==> src/rtl/seg7_pkg.sv <==
// Shared constants and types for the 21-bit score segment bus.
// Used by the score encoder and the scan driver.
package seg7_pkg;

  localparam int SEG_W = 7;
  localparam int BUS_W = 3 * SEG_W;
  localparam int H_LSB = 0;
  localparam int T_LSB = 7;
  localparam int O_LSB = 14;

  localparam logic [SEG_W-1:0] SEG_ZERO = 7'b0111111;
  localparam logic [SEG_W-1:0] SEG_OFF  = 7'b0000000;

  typedef enum logic [1:0] {
    DIG_H = 2'd0,
    DIG_T = 2'd1,
    DIG_O = 2'd2
  } dig_idx_t;

  typedef enum logic {
    ST_BLANK = 1'b0,
    ST_SHOW  = 1'b1
  } slot_st_t;

endpackage

==> src/rtl/seg7_scan_tick_gen.sv <==
// Slot counter for the digit scan: counts 0..DIV-1 and flags the
// last clock of a slot and the blank window at its start.
module scan_tick_gen #(
  parameter int DIV          = 27000,
  parameter int BLANK_CYCLES = 270,
  parameter int CW           = (DIV > 1) ? $clog2(DIV) : 1
) (
  input  logic          clk,
  input  logic          rst,
  input  logic          enable,
  output logic [CW-1:0] cnt,
  output logic          wrap,
  output logic          blank
);

  localparam logic [CW-1:0] LAST = CW'(DIV - 1);
  localparam logic [CW-1:0] BEND = CW'(BLANK_CYCLES);

  assign wrap  = (cnt == LAST);
  assign blank = (cnt < BEND);

  always_ff @(posedge clk) begin
    if (rst || !enable) cnt <= '0;
    else if (wrap)      cnt <= '0;
    else                cnt <= cnt + 1'b1;
  end

endmodule

==> src/rtl/seg7_scan_driver.sv <==
// Time-multiplexes three 7-seg codes onto one segment bus with
// blank gaps, leading-zero suppression and per-frame snapshots.
module seg7_scan_driver
  import seg7_pkg::*;
#(
  parameter int CLK_HZ       = 27000000,
  parameter int SCAN_HZ      = 1000,
  parameter int BLANK_CYCLES = 270,
  parameter bit SEG_ACT_LOW  = 1'b0,
  parameter bit DIG_ACT_LOW  = 1'b1,
  parameter bit SUPPRESS_LZ  = 1'b1
) (
  input  logic             clk,
  input  logic             rst,
  input  logic             enable,
  input  logic [BUS_W-1:0] display_puntaje,
  output logic [SEG_W-1:0] seg_out,
  output logic [2:0]       digit_sel,
  output logic             frame_tick
);

  localparam int DIV = CLK_HZ / SCAN_HZ;
  localparam int CW  = (DIV > 1) ? $clog2(DIV) : 1;
  localparam logic [SEG_W-1:0] SEG_POL = {SEG_W{SEG_ACT_LOW}};
  localparam logic [2:0]       DIG_POL = {3{DIG_ACT_LOW}};

  logic [CW-1:0]    cnt;
  logic             wrap;
  logic             blank;

  dig_idx_t         idx_q, idx_d;
  logic [BUS_W-1:0] snap_q, snap_d;
  logic             fresh_q, fresh_d;
  logic [SEG_W-1:0] seg_d;
  logic [2:0]       dig_d;
  logic             tick_d;

  slot_st_t         st;
  logic [BUS_W-1:0] cur;
  logic [SEG_W-1:0] h, t, o, code;
  logic             hz, tz;
  logic [2:0]       sel;

  scan_tick_gen #(
    .DIV          (DIV),
    .BLANK_CYCLES (BLANK_CYCLES),
    .CW           (CW)
  ) u_tick (
    .clk    (clk),
    .rst    (rst),
    .enable (enable),
    .cnt    (cnt),
    .wrap   (wrap),
    .blank  (blank)
  );

  always_ff @(posedge clk) begin
    if (rst) begin
      idx_q      <= DIG_H;
      snap_q     <= '0;
      fresh_q    <= 1'b1;
      seg_out    <= SEG_OFF ^ SEG_POL;
      digit_sel  <= 3'b000 ^ DIG_POL;
      frame_tick <= 1'b0;
    end else begin
      idx_q      <= idx_d;
      snap_q     <= snap_d;
      fresh_q    <= fresh_d;
      seg_out    <= seg_d ^ SEG_POL;
      digit_sel  <= dig_d ^ DIG_POL;
      frame_tick <= tick_d;
    end
  end

  always_comb begin
    idx_d   = idx_q;
    snap_d  = snap_q;
    fresh_d = !enable;
    seg_d   = SEG_OFF;
    dig_d   = 3'b000;
    tick_d  = 1'b0;
    code    = SEG_OFF;
    sel     = 3'b000;
    st      = blank ? ST_BLANK : ST_SHOW;

    // a fresh start shows the live input straight away
    cur = fresh_q ? display_puntaje : snap_q;
    h   = cur[H_LSB +: SEG_W];
    t   = cur[T_LSB +: SEG_W];
    o   = cur[O_LSB +: SEG_W];
    hz  = SUPPRESS_LZ && (h == SEG_ZERO);
    tz  = hz && (t == SEG_ZERO);

    case (idx_q)
      DIG_H:   begin sel = 3'b001; code = hz ? SEG_OFF : h; end
      DIG_T:   begin sel = 3'b010; code = tz ? SEG_OFF : t; end
      DIG_O:   begin sel = 3'b100; code = o; end
      default: begin sel = 3'b000; code = SEG_OFF; end
    endcase

    if (enable) begin
      if (fresh_q || (wrap && idx_q == DIG_O)) snap_d = display_puntaje;
      tick_d = wrap && (idx_q == DIG_O);
      if (st == ST_SHOW) begin
        seg_d = code;
        dig_d = sel;
      end
      if (wrap) begin
        case (idx_q)
          DIG_H:   idx_d = DIG_T;
          DIG_T:   idx_d = DIG_O;
          default: idx_d = DIG_H;
        endcase
      end else if (idx_q != DIG_H && idx_q != DIG_T && idx_q != DIG_O) begin
        idx_d = DIG_H;
      end
    end else begin
      idx_d = DIG_H;
    end
  end

endmodule

==> config.mk <==
export PLATFORM = sky130hd
export DESIGN_NAME = seg7_scan_driver
export DESIGN_NICKNAME = d
export VERILOG_FILES = /design/src/rtl/seg7_pkg.sv /design/src/rtl/seg7_scan_tick_gen.sv /design/src/rtl/seg7_scan_driver.sv
export SDC_FILE = /design/constraint.sdc
export NUM_CORES = 1
export LEC_CHECK = 0
export BUFFER_PORTS_ARGS = -buffer_cell sky130_fd_sc_hd__clkbuf_2
export CAP_MARGIN = 40
export CELL_PAD_IN_SITES_DETAIL_PLACEMENT = 1
export CELL_PAD_IN_SITES_GLOBAL_PLACEMENT = 2
export CORE_ASPECT_RATIO = 1.2
export CORE_UTILIZATION = 37
export DETAILED_ROUTE_END_ITERATION = 12
export PLACE_DENSITY_LB_ADDON = 0.1
export SLEW_MARGIN = 20
export SYNTH_ARGS = -nofsm -noshare
export SYNTH_HDL_FRONTEND = slang
export SYNTH_SLANG_ARGS = --single-unit
==> constraint.sdc <==
create_clock -name clk -period 3.7 [get_ports clk]
set_clock_uncertainty 0.05 [all_clocks]
set_input_delay 0.37 -clock clk [delete_from_list [all_inputs] [get_ports clk]]
set_output_delay 0.37 -clock clk [all_outputs]
set_load 0.01 [all_outputs]
==> flow_metrics.tcl, run 1 <==
set metrics [dict create \
    yosysTopAreaCell "dfxtp_1" \
    clkSinkCount 50 \
    async_flop_share 0 \
    power_w 0.00104 \
    cts_tree "yes" \
    synth_top_area_frac 0.442 \
    routed_wl_um 5590 \
    clk_pin_slew_worst_paths_ps 90 \
    dp_hpwl_um 4140 \
    overflow 0 \
    placementRows 30 \
    initial_core_util 0.392 \
    ant_nets 0 \
    grt_pass1_vias 1902 \
    cts-resized-gates 0 \
    grt_max_degree 23 \
    worst_slew_pin_slew_ps 626 \
    grt-busiest-layer "met2" \
    power_density_nw_per_um2 398 \
    grt_pass1_wl_um 9300 \
    die_h_um 87.7 \
    coreArea_sq_um 5780 \
    drive_gt1_frac 0.185 \
    synth_fp_nets 263 \
    p_int_w 0.000797 \
    clock_latency_ps 310 \
    drt_iter0_markers 61 \
    antenna_cells 0 \
    power.share.switching 0.235 \
    htreeDepth 2 \
    crit_path_start_kind "flip-flop" \
    cts_buffer_depth 2 \
    dr_total_vias 1825 \
    drc 0 \
    critPathArrivalTime_ps 2440 \
    grtUsageMet2 0.335 \
    slew_headroom 0.579 \
    cts_root_buffer "clkbuf_8" \
    endpoint_kind "flip-flop" \
    setup_viol 0 \
    seq_power_share 0.544 \
    wl_per_cell_um 15.9 \
    cp.required_ps 3830 \
    rsz0062_at_grt "false" \
    timing.final.hold_violations 0 \
    max_freq_mhz 433 \
    antenna_found_initial 0 \
    dr.pass1.iters 4 \
    slew_viol_final 0 \
    grt_usage 0.190 \
    synthCells 238 \
    yosysMostFrequentCell "dfxtp_1" \
    hold_path.class "primary input to flip-flop" \
    netSwitchingPower_w 0.000245 \
    pwr-share-comb 0.087 \
    area_growth_pct 15.5 \
    gr-usage-met3 0.0426 \
    tns_ps 0 \
    viasPerCell 5.20 \
    io_buffers 34 \
    synth_edf_count 0 \
    p_leak_nw 1.13 \
    cap_violations 0 \
    die_w_um 73.4 \
    place_congestion 0.757 \
    final_net_count 295 \
    fillers 695 \
    ctsHoldBuffers 0 \
    seq_area_frac_synth 0.442 \
    crit_type "flip-flop to flip-flop" \
    met1_usage 0.226 \
    fin_crit_ps 2310 \
    synth_common_cells "50 x dfxtp_1, 39 x nor2_1, 34 x mux2i_1" \
    cts_buffers 5 \
    yosysUniqueCellTypes 37 \
    synth_area_leaders "dfxtp_1 44%, mux2i_1 15%, nor2_1 6.5%" \
    synth_warnings 0 \
    dieArea_sq_um 6440 \
    fin_crit_sh 0.624 \
    avgSynthCellArea_sq_um 9.52 \
    clockPowerShare 0.368 \
    path_max_fanout 12 \
    status "complete, no violations" \
    ys_ff_latch 50 \
    synth_ff_type "dfxtp_1" \
    postCtsSetupBuffers 0 \
    boundaryPins 35 \
    vdd_drop_max_mv 0.164 \
    synthesis.area_sq_um 2270 \
]
[per-layer routing]
metal | vias to the layer above | wire length [um]
li1 | 903 | -
met1 | 897 | 2460
met2 | 20 | 2880
met3 | 5 | 163
met4 | 0 | 80
met5 | - | 0
[registers in the layout, indices dropped and copies added, names as in the netlist]
register	count
fresh_q	1
idx_q	2
frame_tick	1
u_tick.cnt	15
seg_out	7
digit_sel	3
snap_q	21
[metrics by stage]
stage	util	hold slack (ps)	worst slack, ps	cell area (sq um)	std cells
floorplan	-	380	1890	2270	238
global placement	0.429	396	1410	2480	342
detailed placement	0.434	411	1380	2510	343
CTS	0.453	258	1350	2620	351
global route	0.453	274	1200	2620	351
finish	0.453	264	1390	2620	351
[worst max-delay path: stages (launching register included)]
cell     delay [ps]
dfxtp_1         390
ha_1            260
nand4_1         230
nor4_4          470
a31oi_4         310
buf_16          250
mux2i_1         150
nor2_1           60
[power by group through the flow]
| stage | registers (W) | clock network, W | logic (W) |
|---|---|---|---|
| finish | 0.000567 | 0.000384 | 0.0000910 |
| CTS | 0.000567 | 0.000398 | 0.0000926 |
| detailed placement | 0.000579 | 0 | 0.0000919 |
| floorplan | 0.000573 | 0 | 0.0000629 |
| global placement | 0.000578 | 0 | 0.0000864 |
| global route | 0.000569 | 0.000419 | 0.0000997 |
[cells in the final DEF (no fill, tap or decap), types with 2 or more instances in the layout]
cell	count
nor3_1	3
nand3_1	5
o21a_1	6
clkinv_2	2
xnor2_1	4
nor4_1	3
mux2i_1	34
nand4_1	7
and3_1	4
a21oi_1	9
clkbuf_2	34
nor2_1	39
nand2_1	15
dfxtp_1	50
clkbuf_8	5
or4_1	3
o22a_1	6
nor2b_1	2
o211ai_1	6
nand2b_1	2
xor2_1	9
o21ai_0	2
inv_1	3
and2_1	3
[cell families (layout without fill, tap and decap cells)]
kind of cell | count (synthesis) | in the layout | share of synthesized area
and+or+nand+nor | 93 | 93 | 0.206
DFF | 50 | 50 | 0.442
muxes | 35 | 35 | 0.160
AOI/OAI and AO/OA | 32 | 32 | 0.103
buffers and inverters | 14 | 47 | 0.0331
xor gates and xnor gates | 13 | 13 | 0.0502
adders and majority gates | 1 | 1 | 0.00552
[final cells by class]
class | count | area, sq um | share of cell area
clock buffers | 5 | 68.8 | 0.0263
flip-flops and latches | 50 | 1000 | 0.383
inverters | 3 | 11.3 | 0.00430
clock inverters | 3 | 40.0 | 0.0153
repair buffers | 36 | 205 | 0.0784
multi-input cells | 174 | 1190 | 0.455
well taps | 80 | 100 | 0.0383
[final timing paths]
kind / to / start / cells past startpoint / slack, ps
max: snap_q[3] / u_tick.cnt[1] / 7 / 1390
min reg2reg: u_tick.cnt[0] / u_tick.cnt[0] / 1 / 420
max reg2reg: snap_q[3] / u_tick.cnt[1] / 7 / 1390
min: snap_q[15] / display_puntaje[15] / 3 / 260
Power figures use the tool's default switching activity.
==> run 2: changes to the inputs <==
ABC_AREA = 1   (was unset)
CORE_UTILIZATION = 31   (was 37)
clock period = 2.3 ns   (was 3.7 ns; I/O delays follow)
==> run 2 against run 1 <==
  * Combinational power up 89%
  * Power increased by 52%
  * Design area up 4.6%
  * Critical path type unchanged
  * Largest cell class unchanged
  * Largest power group unchanged
  * Routed wire length up 29%
==> flow_metrics.tcl, run 2 <==
set metrics [dict create \
    initial_core_util 0.326 \
    power.share.switching 0.268 \
    area_growth_pct 13.5 \
    vdd_drop_max_mv 0.217 \
    synth_top_area_frac 0.415 \
    fillers 993 \
    grt_max_degree 23 \
    max_freq_mhz 536 \
    crit_path_frequent_cell "nor2_1" \
    multi_input_area_sq_um 1200 \
    min_from "display_puntaje[2]" \
    cts_buffers 5 \
    slowest_delay_ps 580 \
    cts_root_buffer "clkbuf_8" \
    final_cell_mix "111 x nand2_1, 50 x dfxtp_1, 40 x nor2_1, 40 x nand3_1, 39 x a21oi_1" \
    top_register "snap_q" \
    synth_fp_nets 388 \
    grt_pass1_wl_um 12200 \
    met1_usage 0.210 \
    r2r-start "fresh_q" \
    fin_crit_sh 0.812 \
    tns_ps 0 \
    worst_slew_pin_slew_ps 600 \
    grt-busiest-layer "met2" \
    synth_common_cells "111 x nand2_1, 50 x dfxtp_1, 40 x nand3_1, 40 x nor2_1, 39 x a21oi_1" \
    dieArea_sq_um 8140 \
    postCtsSetupBuffers 0 \
    boundaryPins 35 \
    power_density_nw_per_um2 578 \
    holdPathStages 3 \
    drt_iter0_markers 118 \
    drive_gt1_frac 0.141 \
    slew_headroom 0.598 \
    power_w 0.00158 \
    placementRows 34 \
    whs_endpoint "snap_q[2]" \
    synthCells 363 \
    wl_per_cell_um 14.8 \
    clkSinkCount 50 \
    yosysTopAreaCell "dfxtp_1" \
    die_w_um 82.5 \
    path_max_fanout 20 \
    async_flop_share 0 \
    avgSynthCellArea_sq_um 6.65 \
    gr-usage-met3 0.0333 \
    clockPowerShare 0.320 \
    ant_nets 0 \
    timing.final.hold_violations 0 \
    antenna_found_initial 0 \
    p_int_w 0.00116 \
    slew_viol_final 0 \
    place_congestion 0.772 \
    grtUsageMet2 0.389 \
    hold_path.class "primary input to flip-flop" \
    htreeDepth 2 \
    synth_warnings 0 \
    dp_hpwl_um 5550 \
    rr_worst_depth 9 \
    viasPerCell 4.90 \
    cap_violations 0 \
    routed_wl_um 7230 \
    dr.pass1.iters 4 \
    coreArea_sq_um 7400 \
    netSwitchingPower_w 0.000423 \
    largest_reg_flops 21 \
    drc 0 \
    cts-resized-gates 0 \
    synth_ff_type "dfxtp_1" \
    pwr-share-comb 0.109 \
    path_cells "inv_2 -> nand2_1 -> nand2_1 -> nor2_2 -> nand2_2 -> nor2_2 -> nor2_1 -> nor2_1 -> nor2_1" \
    final_common_cell "nand2_1" \
    rsz0062_at_grt "false" \
    synth_edf_count 0 \
    yosysMostFrequentCell "nand2_1" \
    overflow 0 \
    clock_latency_ps 300 \
    crit_type "flip-flop to flip-flop" \
    grt_pass1_vias 2517 \
    antenna_cells 0 \
    cts_tree "yes" \
    cts_buffer_depth 2 \
    cp.required_ps 2450 \
    synth_area_leaders "dfxtp_1 41%, nand2_1 17%, nand3_1 8.3%" \
    crit_path_start_kind "flip-flop" \
    io_buffers 34 \
    grt_usage 0.198 \
    worstReg2RegEnd "seg_out[4]" \
    seq_power_share 0.571 \
    dr_total_vias 2386 \
    status "complete, no violations" \
    final_net_count 422 \
    p_leak_nw 1.21 \
    r2r_setup_slack_ps 430 \
    setup_viol 0 \
    synthesis.area_sq_um 2410 \
    ys_ff_latch 50 \
    critPathArrivalTime_ps 2020 \
    seq_area_sq_um 1000 \
    yosysUniqueCellTypes 22 \
    clk_pin_slew_worst_paths_ps 90 \
    fin_crit_ps 1870 \
    die_h_um 98.6 \
    slowest_stage "dfxtp_1" \
    endpoint_kind "flip-flop" \
    top_regs "snap_q x21, u_tick.cnt x15, seg_out x7" \
    ctsHoldBuffers 0 \
    seq_area_frac_synth 0.415 \
]
==> run 2: cell count changes in the layout (fill, tap and decap cells not counted), sizes merged, moves of 5 or more <==
cell,change
a21oi,+30
inv,+28
mux2i,-34
nand2,+98
nand3,+35
nor2,+5
o211ai,-5
o21a,-6
o21ai,+8
o22a,-6
xor2,-9
==> run 2: area by class of cell <==
| class | count | share of cell area |
|---|---|---|
| Clock inverter | 1 | 0.00274 |
| Multi-Input combinational cell | 269 | 0.438 |
| Sequential cell | 50 | 0.366 |
| Inverter | 31 | 0.0425 |
| Clock buffer | 6 | 0.0265 |
| Tap cell | 90 | 0.0411 |
| Timing Repair Buffer | 40 | 0.0832 |
==> run 2: power by group through the flow <==
stage / combinational [W] / sequential [W] / clock [W]
after floorplan: 0.000113 / 0.000918 / 0
after global routing: 0.000194 / 0.000907 / 0.000562
after detailed placement: 0.000176 / 0.000923 / 0
after CTS: 0.000176 / 0.000903 / 0.000527
after global placement: 0.000174 / 0.000923 / 0
final: 0.000172 / 0.000903 / 0.000506
==> run 2: cell families after synthesis <==
| group | count (synthesis) | synth area share |
|---|---|---|
| AOI/OAI and AO/OA | 53 | 0.114 |
| and+or+nand+nor | 215 | 0.378 |
| adders and majority gates | 1 | 0.00519 |
| buffers and inverters | 44 | 0.0877 |
| DFF | 50 | 0.415 |
==> run 2: layer usage <==
metal / vias to the layer above / routed length [um]
li1: 1236 / -
met1: 1119 / 3000
met2: 26 / 3950
met3: 5 / 204
met4: 0 / 67
met5: - / 0
==> run 2: worst max path at each step <==
| stage | depth (start not counted) | startpoint | end | slack [ps] |
|---|---|---|---|---|
| 5_1_grt | 9 | fresh_q | seg_out[4] | 220 |
| 3_3_place_gp | 9 | fresh_q | seg_out[4] | 370 |
| 2_1_floorplan | 11 | u_tick.cnt[0] | snap_q[14] | 810 |
| 4_1_cts | 9 | fresh_q | seg_out[5] | 390 |
| 3_5_place_dp | 10 | fresh_q | seg_out[5] | 420 |
| 6_report | 9 | fresh_q | seg_out[4] | 430 |
==> run 2: critical path, delay by kind of cell, from the launching register on <==
family | cells | cell delay (ps)
AND/OR/NAND/NOR | 8 | 870
buffers and inverters | 1 | 260
flip-flops | 1 | 580
==> run 2: stage by stage <==
step           hold slack [ps]  utilization  worst slack, ps  area, sq um  instances
6_report                   139        0.370              433         2740        487
5_1_grt                    136        0.370              222         2740        487
4_1_cts                    128        0.370              394         2740        487
3_5_place_dp               405        0.359              423         2660        480
3_3_place_gp               391        0.359              371         2660        480
2_1_floorplan              249            -              809         2410        363
==> run 3: changes to the inputs <==
ABC_AREA = 0   (was 1)
clock period = 1.65 ns   (was 2.3 ns; I/O delays follow)
==> run 3 against run 2 <==
  * The run now ends with setup timing left
  * Cell count decreased by 20%
  * Sequential share of layout area decreased by 3.4 points
  * Power increased by 41%
  * Worst hold slack got worse by 79 ps
  * Combinational power increased by 47%
  * Via count fell by 17%
  * Register-to-register slack got worse by 510 ps
  * Critical path depth fell by 3
  * Non-clock buffer count rose by 30
  * Utilization up 6.9 points
  * Largest cell class unchanged
==> flow_metrics.tcl, run 3 (same netlist as run 1, synthesis figures left out) <==
set metrics [dict create \
    status "finished, violations left" \
    violations "setup timing" \
    max_freq_mhz 579 \
    dr_total_vias 1971 \
    dr.pass1.iters 4 \
    critPathArrivalTime_ps 1870 \
    holdPathStages 3 \
    clockPowerShare 0.319 \
    fin_crit_ps 1730 \
    ctsHoldBuffers 0 \
    overflow 0 \
    power.share.switching 0.243 \
    multi_input_area_sq_um 1350 \
    grt_pass1_wl_um 10000 \
    largest_reg_flops 21 \
    final_util 0.439 \
    r2r_setup_slack_ps -80 \
    top_regs "snap_q x21, u_tick.cnt x15, seg_out x7" \
    power_density_nw_per_um2 732 \
    cap_violations 0 \
    io_buffers 34 \
    viasPerCell 5.05 \
    initial_core_util 0.327 \
    slowest_delay_ps 410 \
    cp.required_ps 1790 \
    vdd_drop_max_mv 0.319 \
    rr_worst_depth 6 \
    slew_viol_final 0 \
    whs_endpoint "snap_q[20]" \
    seq_area_sq_um 1010 \
    final_common_cell "dfxtp_1" \
    ant_nets 0 \
    rsz0062_at_grt "true" \
    dieArea_sq_um 7660 \
    die_w_um 80.0 \
    drc 0 \
    worst_slew_pin_slew_ps 419 \
    worstReg2RegEnd "snap_q[19]" \
    antenna_found_initial 0 \
    htreeDepth 2 \
    path_max_fanout 21 \
    setup_viol 38 \
    die_h_um 95.7 \
    dp_cells 380 \
    cts_tree "yes" \
    boundaryPins 35 \
    whs_ps 59.5 \
    fin_crit_sh 1.05 \
    coreArea_sq_um 6940 \
    min_from "display_puntaje[20]" \
    final_cell_mix "44 x dfxtp_1, 34 x mux2i_1, 34 x clkbuf_2" \
    cts_buffers 5 \
    timing.final.hold_violations 0 \
    endpoint_kind "flip-flop" \
    final_net_count 329 \
    pwr-share-comb 0.113 \
    fillers 834 \
    grt_usage 0.175 \
    netSwitchingPower_w 0.000541 \
    hold_path.class "primary input to flip-flop" \
    clkSinkCount 50 \
    routed_wl_um 6350 \
    slowest_stage "or3_4" \
    clock_latency_ps 300 \
    clk_pin_slew_worst_paths_ps 90 \
    grt_pass1_vias 2097 \
    drt_iter0_markers 41 \
    slew_headroom 0.721 \
    crit_path_start_kind "flip-flop" \
    r2r-start "u_tick.cnt[12]" \
    seq_power_share 0.568 \
    stdcell_area_sq_um 3050 \
    crit_type "flip-flop to flip-flop" \
    cts_buffer_depth 2 \
    cp_top_family "simple AND/OR/NAND/NOR gates" \
    grt_max_degree 22 \
    top_register "snap_q" \
    placementRows 33 \
    drive_gt1_frac 0.363 \
    dp_hpwl_um 4630 \
    setup_ws_ps -78.4 \
    dpl-instance-area_sq_um 2760 \
    critPathBufInv 1 \
    wl_per_cell_um 16.3 \
    cts_root_buffer "clkbuf_8" \
    instances_no_fill 390 \
    area_growth_pct 34.4 \
    worst-path-stages 6 \
    antenna_cells 0 \
    p_leak_nw 1.32 \
    path_cells "or3_4 -> nor4_4 -> a31oi_4 -> buf_12 -> mux2i_1 -> nor2_1" \
    place_congestion 0.729 \
    dp_worst_setup_slack_ps -78.5 \
    p_int_w 0.00169 \
]
[run 3: worst reg2reg max path: stages, from the launching register on]
cell     delay [ps]
dfxtp_2         330
or3_4           410
nor4_4          260
a31oi_4         140
buf_12          200
mux2i_1         180
nor2_1           50
[run 3: layer usage]
metal,GRT usage,part of all wire
met1,0.179,0.40
met2,0.347,0.56
met3,0.0354,0.028
met4,0.0565,0.014
met5,0,0
[run 3: worst max path at each step]
stage	from	end
after CTS	u_tick.cnt[1]	snap_q[5]
final	u_tick.cnt[12]	snap_q[19]
after detailed placement	u_tick.cnt[3]	snap_q[5]
after floorplan	u_tick.cnt[1]	snap_q[10]
after global routing	u_tick.cnt[12]	snap_q[4]
after global placement	u_tick.cnt[3]	snap_q[17]
[run 3: area by class of cell]
cell class                 count  share of cell area
multi-input combinational    174               0.442
inverter                       3             0.00370
timing repair buffer          70               0.160
tap                           87              0.0357
sequential                    50               0.331
clock buffer                   6              0.0271
[run 3: repair_timing]
item                                    CTS  global route
cloned                                    0             1
pin swaps                                 0            11
gates resized for setup                   9            29
endpoints found under the setup margin   43            45
buffers inserted                          2             1
[run 3: per-stage QoR]
| step | TNS, ps | total power, W |
|---|---|---|
| after floorplan | -1580 | 0.00143 |
| after global placement | -1040 | 0.00153 |
| after detailed placement | -1690 | 0.00153 |
| after CTS | -1460 | 0.00226 |
| after global routing | -4640 | 0.00234 |
| final | -2000 | 0.00223 |
[run 3: power groups by stage]
stage                     clock [W]  sequential (W)  combinational [W]
after floorplan                   0         0.00129           0.000142
after global placement            0         0.00129           0.000235
after detailed placement          0         0.00129           0.000237
after CTS                  0.000755         0.00127           0.000239
after global routing       0.000794         0.00127           0.000276
final                      0.000712         0.00127           0.000252
